--- src/rtl/mips_bus_arbiter_pkg.sv ---
// rtl/mips_bus_arbiter_pkg.sv - shared types and grant rule for the mips_cpu_bus arbiter
package mips_bus_arbiter_pkg;

    typedef enum logic [1:0] {
        ARB_IDLE,
        ARB_ACCESS,
        ARB_DONE
    } arb_state_t;

    typedef enum logic {
        ARB_PORT_FETCH = 1'b0,
        ARB_PORT_DATA  = 1'b1
    } arb_port_t;

    localparam logic [31:0] ARB_ABORT_DATA = 32'hDEADBEEF;

    // Ties go to data when fixed priority is set, otherwise to the port that did not win last time.
    function automatic arb_port_t arb_pick(input logic [1:0] req, input arb_port_t last,
                                           input logic fixed_prio);
        if (req == 2'b10) return ARB_PORT_DATA;
        if (req != 2'b11) return ARB_PORT_FETCH;
        if (fixed_prio) return ARB_PORT_DATA;
        return (last == ARB_PORT_FETCH) ? ARB_PORT_DATA : ARB_PORT_FETCH;
    endfunction

endpackage

--- src/rtl/mips_bus_arbiter.sv ---
// rtl/mips_bus_arbiter.sv - two-port Avalon-MM master arbiter with registered bus and watchdog
module mips_bus_arbiter
    import mips_bus_arbiter_pkg::*;
#(
    parameter bit FIXED_PRIORITY = 1'b0,
    parameter int TIMEOUT_CYCLES = 1024
) (
    input  logic             clk,
    input  logic             reset_i,
    input  logic [1:0]       req_i,
    input  logic [1:0]       we_i,
    input  logic [1:0][31:0] addr_i,
    input  logic [1:0][31:0] wdata_i,
    input  logic [1:0][3:0]  byteen_i,
    output logic [1:0]       done_o,
    output logic [31:0]      rdata_o,
    output logic             err_o,
    output logic             busy_o,
    output logic [31:0]      address,
    output logic             read,
    output logic             write,
    output logic [31:0]      writedata,
    output logic [3:0]       byteenable,
    input  logic             waitrequest,
    input  logic [31:0]      readdata
);

    localparam int WD_W = (TIMEOUT_CYCLES > 0) ? $clog2(TIMEOUT_CYCLES + 1) : 1;
    localparam logic [WD_W-1:0] WD_LAST = WD_W'((TIMEOUT_CYCLES > 0) ? TIMEOUT_CYCLES - 1 : 0);
    localparam logic [WD_W-1:0] WD_SAT  = '1;
    localparam bit WD_ENABLE = (TIMEOUT_CYCLES != 0);

    arb_state_t      state;
    arb_port_t       owner;
    arb_port_t       last_grant;
    arb_port_t       grant;
    logic [WD_W-1:0] wd;
    logic [1:0]      owner_onehot;

    always_comb begin
        grant        = arb_pick(req_i, last_grant, FIXED_PRIORITY);
        owner_onehot = (owner == ARB_PORT_DATA) ? 2'b10 : 2'b01;
    end

    always_ff @(posedge clk) begin
        if (!reset_i) begin
            state      <= ARB_IDLE;
            owner      <= ARB_PORT_FETCH;
            last_grant <= ARB_PORT_FETCH;
            wd         <= '0;
            address    <= '0;
            writedata  <= '0;
            byteenable <= '0;
            read       <= 1'b0;
            write      <= 1'b0;
            done_o     <= '0;
            rdata_o    <= '0;
            err_o      <= 1'b0;
            busy_o     <= 1'b0;
        end else begin
            case (state)
                ARB_IDLE: begin
                    done_o <= '0;
                    if (|req_i) begin
                        address    <= addr_i[grant];
                        writedata  <= wdata_i[grant];
                        byteenable <= byteen_i[grant];
                        read       <= ~we_i[grant];
                        write      <= we_i[grant];
                        owner      <= grant;
                        last_grant <= grant;
                        wd         <= '0;
                        busy_o     <= 1'b1;
                        state      <= ARB_ACCESS;
                    end
                end
                ARB_ACCESS: begin
                    if (!waitrequest) begin
                        if (read) rdata_o <= readdata;
                        read   <= 1'b0;
                        write  <= 1'b0;
                        done_o <= owner_onehot;
                        state  <= ARB_DONE;
                    end else begin
                        if (wd != WD_SAT) wd <= wd + WD_W'(1);
                        // A hung slave is abandoned; the requester still gets its done pulse.
                        if (WD_ENABLE && wd == WD_LAST) begin
                            read    <= 1'b0;
                            write   <= 1'b0;
                            err_o   <= 1'b1;
                            rdata_o <= ARB_ABORT_DATA;
                            done_o  <= owner_onehot;
                            state   <= ARB_DONE;
                        end
                    end
                end
                ARB_DONE: begin
                    done_o <= '0;
                    busy_o <= 1'b0;
                    state  <= ARB_IDLE;
                end
                default: begin
                    done_o <= '0;
                    busy_o <= 1'b0;
                    read   <= 1'b0;
                    write  <= 1'b0;
                    state  <= ARB_IDLE;
                end
            endcase
        end
    end

endmodule

--- config.mk ---
export PLATFORM = sky130hd
export DESIGN_NAME = mips_bus_arbiter
export DESIGN_NICKNAME = d
export VERILOG_FILES = /design/src/rtl/mips_bus_arbiter_pkg.sv /design/src/rtl/mips_bus_arbiter.sv
export SDC_FILE = /design/constraint.sdc
export NUM_CORES = 1
export LEC_CHECK = 0
export CAP_MARGIN = 0
export CORE_MARGIN = 5
export CORE_UTILIZATION = 35
export CTS_CLUSTER_DIAMETER = 120
export DETAILED_ROUTE_END_ITERATION = 7
export PLACE_DENSITY = 0.71
export RECOVER_POWER = 100
export SYNTH_ARGS = -nofsm -noshare
export SYNTH_HDL_FRONTEND = slang
export SYNTH_SLANG_ARGS = --single-unit
--- constraint.sdc ---
create_clock -name clk -period 2.1 [get_ports clk]
set_clock_uncertainty 0.1 [all_clocks]
set_input_delay 0.315 -clock clk [delete_from_list [all_inputs] [get_ports clk]]
set_output_delay 0.315 -clock clk [all_outputs]
set_load 0.02 [all_outputs]
Word-level counts from Yosys, hierarchy flattened
Cells that the tools add are included.
Widths: inputs -> output; s select.
{"block": "totals", "regBits": 120, "latch_bits": 0, "ramBits": 0, "romBits": 0, "inputBits": 175, "out_inout_bits": 106, "wordCells": 78, "memories": 0}
{"block": "classes", "addsub": 1, "n_mul": 0, "div": 0, "order_cmp": 1, "eq_ne": 11, "shift": 0, "mux": 38, "bitwise_logic": 3, "n_reduce_logical": 12}
{"op": "$mux 32", "n": 7}
{"op": "$mux 11", "n": 3}
{"op": "$pmux 11 s2", "n": 1}
{"op": "$mux 1", "n": 15}
{"op": "$mux 2", "n": 6}
{"op": "$add 11x1->11 const B", "n": 1}
{"op": "$eq 11x10->1 const B", "n": 1}
{"op": "$ne 11x11->1 const B", "n": 1}
{"op": "$reduce_and 3->1", "n": 3}
{"op": "$mux 4", "n": 2}
{"op": "$ne 2x2->1 const B", "n": 4}
{"op": "$reduce_and 2->1", "n": 4}
{"op": "$pmux 1 s3", "n": 2}
{"op": "$eq 2x2->1 const B", "n": 2}
{"op": "$pmux 2 s2", "n": 1}
{"op": "$reduce_and 4->1", "n": 1}
{"op": "$reduce_bool 2->1", "n": 2}
{"op": "$ne 3x3->1 const B", "n": 1}
{"op": "$not 1->1", "n": 3}
{"op": "$eq 2x1->1 const B", "n": 1}
{"op": "$logic_not 2->1", "n": 1}
{"op": "$lt 1x2->1 const B", "n": 1}
{"op": "$ne 2x1->1 const B", "n": 1}
{"op": "$pmux 1 s2", "n": 1}
{"op": "$reduce_or 2->1", "n": 1}

Logic depth before layout (Yosys ltp)
{"block": "depth", "ltp_word": 10, "mapped_depth": 7}

Worst setup path before layout
No wires, ideal clock.
{"block": "synth_path", "path_type": "reg-to-reg", "from": "register wd[0]", "to": "register rdata_o[10]", "arrival_ps": 1517, "t_required_ps": 1881, "setup_slack_ps": 365, "stages_incl_launch_ff": 8, "n_path_buf": 2, "synth_period_minus_slack_ps": 1735, "cell_sequence": "dfxtp_1 > ha_1 > and3_1 > buf_6 > a41oi_4 > nor2_4 > buf_6 > o221a_1"}
{"block": "synth_via", "elab_chain_cells": 3}
{"item": "start, declared", "line_no": "mips_bus_arbiter.sv:37", "rtl": "logic [WD_W-1:0] wd;"}
{"item": "start signal, assigned", "line_no": "mips_bus_arbiter.sv:85", "rtl": "if (wd != WD_SAT) wd <= wd + WD_W'(1);"}
{"item": "$eq 11x10->1", "line_no": "mips_bus_arbiter.sv:87", "rtl": "if (WD_ENABLE && wd == WD_LAST) begin"}
{"item": "$ne 2x1->1 (no source line)"}
{"item": "$reduce_and 3->1 (no source line)"}
{"item": "end signal, assigned", "line_no": "mips_bus_arbiter.sv:79", "rtl": "if (read) rdata_o <= readdata;"}
{"item": "end, declared", "line_no": "mips_bus_arbiter.sv:16", "rtl": "output logic [31:0] rdata_o,"}
No other way between the ends.
A chain may end at the register's enable or synchronous reset.

Worst setup path after layout
{"block": "layout_path", "from": "input req_i[0]", "to": "register writedata[7]"}
{"block": "layout_via", "elab_chain_cells": 7, "word_cells_on_any_way": 12}
{"item": "start, declared", "line_no": "mips_bus_arbiter.sv:10", "rtl": "input logic [1:0] req_i,"}
{"item": "$ne 2x2->1", "line_no": "mips_bus_arbiter_pkg.sv:21", "rtl": "if (req != 2'b11) return ARB_PORT_FETCH;"}
{"item": "$mux 1 (2 in a row)", "line_no": "mips_bus_arbiter_pkg.sv:21"}
{"item": "$mux 1", "line_no": "mips_bus_arbiter_pkg.sv:22", "rtl": "if (fixed_prio) return ARB_PORT_DATA;"}
{"item": "$mux 1", "line_no": "mips_bus_arbiter_pkg.sv:21"}
{"item": "$mux 32 (implied by the code) (2 in a row)", "line_no": "mips_bus_arbiter.sv:66", "rtl": "writedata <= wdata_i[grant];"}
{"item": "end signal, assigned", "line_no": "mips_bus_arbiter.sv:66"}
{"item": "end, declared", "line_no": "mips_bus_arbiter.sv:22", "rtl": "output logic [31:0] writedata,"}
Several ways; a longest one is shown, not always the timed one. The select of a mux whose other input is x is not followed.

==> reports/results.ini <==
[placement]
dpl.hpwl_um = 14200
io_buffers = 280
place.gp.congestion = 0.8754
preCtsSetupSlack_ps = -32.59

[setup_path]
critPathLaunch = req_i[0]
reg2reg_depth = 5
slowest_stage = dlygate4sd3_1
r2r-start = wd[0]$_SDFFE_PN0P_
required_ps = 2280
worstReg2RegEnd = rdata_o[12]$_SDFFE_PN0P_
arrival_ps = 2150
critPathTopFamily = buffers and inverters
critPathCaptureType = flip-flop
setup.worst_path.start_class = primary input
ff2ff_setup_slack_ps = 160
path_buf_inv = 3
cp_cell_sequence = dlygate4sd3_1 -> a21boi_4 -> clkbuf_4 -> clkbuf_2 -> mux2i_1 -> a211oi_1
cp_max_fo = 22
worstSetupPathType = in -> reg
slowest_delay_ps = 620

[synth]
syn_avg_cell_area_sq_um = 10.01
synth-edff-count = 0
ys_seq_area_share_pct = 45.98
syn_inst = 522
synthDistinctLibCells = 50
ys_warn_count = 0
synth_area_sq_mm = 0.005225
async_flop_share_pct = 0
ys_ff_latch = 120
syn_nets = 698
synth-main-ff-cell = dfxtp_1

[sta]
whs_ps = 363.6
fmax_ghz = 0.5076
tightest_slew_ps = 539.8
min_period_ps = 1970
rsz0062_at_grt = no
period_share_pct = 93.82
setup_viol = 0
max-slew-margin-rel_pct = 63.93
fin_ws_ps = 129.8
hold_viol_final = 0
slew_violations = 0

[clock_network]
clk_latency_ps = 410
htree_levels = 4
cts_setup_buffers = 0
path_clk_slew_ps = 50
ctsResizeCount = 0
clockBufferDepth = 2
cts.sink_count = 120
cts_buffers = 17
cts_root_buf = clkbuf_16
cts_hold_buf = 0
cts_tree = done

[layout]
final_layout_size_suffix_gt1_share_pct = 8.487
area_delta_synth_final_pct = 67.55
layout_commonest_cell = clkdlybuf4s50_1
diodes = 0
nNetsFinal = 976
mostFrequentLayoutCells = 173 x clkdlybuf4s50_1, 120 x dfxtp_1, 107 x dlygate4sd3_1
post-route-util_pct = 60.01

[worst_hold_path]
min_from = err_o$_SDFFE_PN0P_
worst_hold_path_type = reg -> reg
min_to = err_o$_SDFFE_PN0P_
min_path_cells = 1

[die]
start_util_pct = 35.81
core_area_sq_mm = 0.01459
die_h_um = 132.2
io_pins = 281
dieArea_sq_mm = 0.01747
die_x_um = 132.2
rows = 44

[drt]
wl_met1_um = 7047
num_vias = 5094
drc = 0
drtIter0Drc = 224
routed.top_layer = met4
wl_met2_um = 9240
drt_first_pass_iters = 4
avgViaCountPerCell = 5.109
wl_met3_um = 1323
wl_um = 18000
wire_per_inst_um = 18.05
ant_nets = 0

[pwr]
vdd_ir_drop_max_mv = 0.5909
p_leak_uw = 0.003583
power_density_mw_per_mm2 = 780.8

[grt]
overflow = 0
grt_use_total_pct = 19.99
grt_pass1_vias = 5411
grt_max_degree = 62
grt_pass1_wl_um = 28200
antenna_found_initial = 0

[run]
cap_violations = 0

[outcome]
status = completed

kinds of logic (layout without fill, tap and decap cells):
| family | Yosys count | after routing | share of synthesized area [%] |
|---|---|---|---|
| simple gates | 132 | 132 | 11.54 |
| buf+inv | 51 | 342 | 5.747 |
| mux | 71 | 71 | 13.60 |
| compound gates | 147 | 147 | 22.89 |
| flops | 120 | 120 | 45.98 |
| fa+ha+maj | 1 | 1 | 0.2394 |
where the power goes:
group          internal (uW)  switching [uW]
clock                   1740             976
combinational            786             770
sequential              2460             102
metal layers:
metal	GRT usage [%]	vias to the layer above
li1	-	2501
met1	22.19	2365
met2	35.60	202
met3	6.450	26
met4	7.410	0
met5	0	-
how the worst max path moves through the flow:
stage | endpoint | slack, ps | depth (start not counted)
CTS | rdata_o[15]$_SDFFE_PN0P_ | 160 | 5
finish | writedata[7]$_SDFFE_PN0P_ | 130 | 6
global placement | byteenable[0]$_SDFFE_PN0P_ | 50 | 6
floorplan | rdata_o[10]$_SDFFE_PN0P_ | 360 | 7
detailed placement | address[3]$_SDFFE_PN0P_ | -30 | 7
global route | writedata[2]$_SDFFE_PN0P_ | 30 | 6
cells in the mapped netlist (all sizes together) (2+ instances only):
library cell  instances  share of area, %
dfxtp               120                46
o221a                28               6.0
mux2i                71                14
nand2                19               1.4
and3                  2              0.24
nand4                 4              0.48
a211oi               70                11
and4                  2              0.38
inv                   5              0.36
clkbuf               17               1.2
a41oi                 2              0.69
nor3                  4              0.57
nand3b                2              0.29
and2                  2              0.24
o21ai                17               1.6
buf                  29               4.2
nor2                 81               6.0
nand2b                3              0.41
and3b                 2              0.34
nand3                 6              0.57
a21oi                19               1.8
sequential cells by signal, indices dropped and copies added (netlist names):
register	flops
address	32
rdata_o	32
writedata	32
wd	11
byteenable	4
done_o	2
state	2
busy_o	1
err_o	1
last_grant	1
read	1
write	1
layout make-up:
cell class / count / area [sq um]
flip-flops and latches: 120 / 2402
multi-input cells: 351 / 2526
clock buffers: 24 / 491.7
clock inverters: 8 / 70.07
repair buffers: 305 / 3015
inverters: 5 / 18.77
well taps: 184 / 230.2
fillers: 1218 / 5834
stage by stage:
step	total power [uW]	cell area (sq um)	cells	setup TNS (ps)
after global placement	4242	8253	965	0
after detailed placement	4269	8253	965	-32.59
final	6836	8755	997	0
after global routing	7141	8755	997	0
after floorplan	3375	5225	522	0
after CTS	7014	8815	997	0
Note: power is estimated with default switching activity, not from simulation.
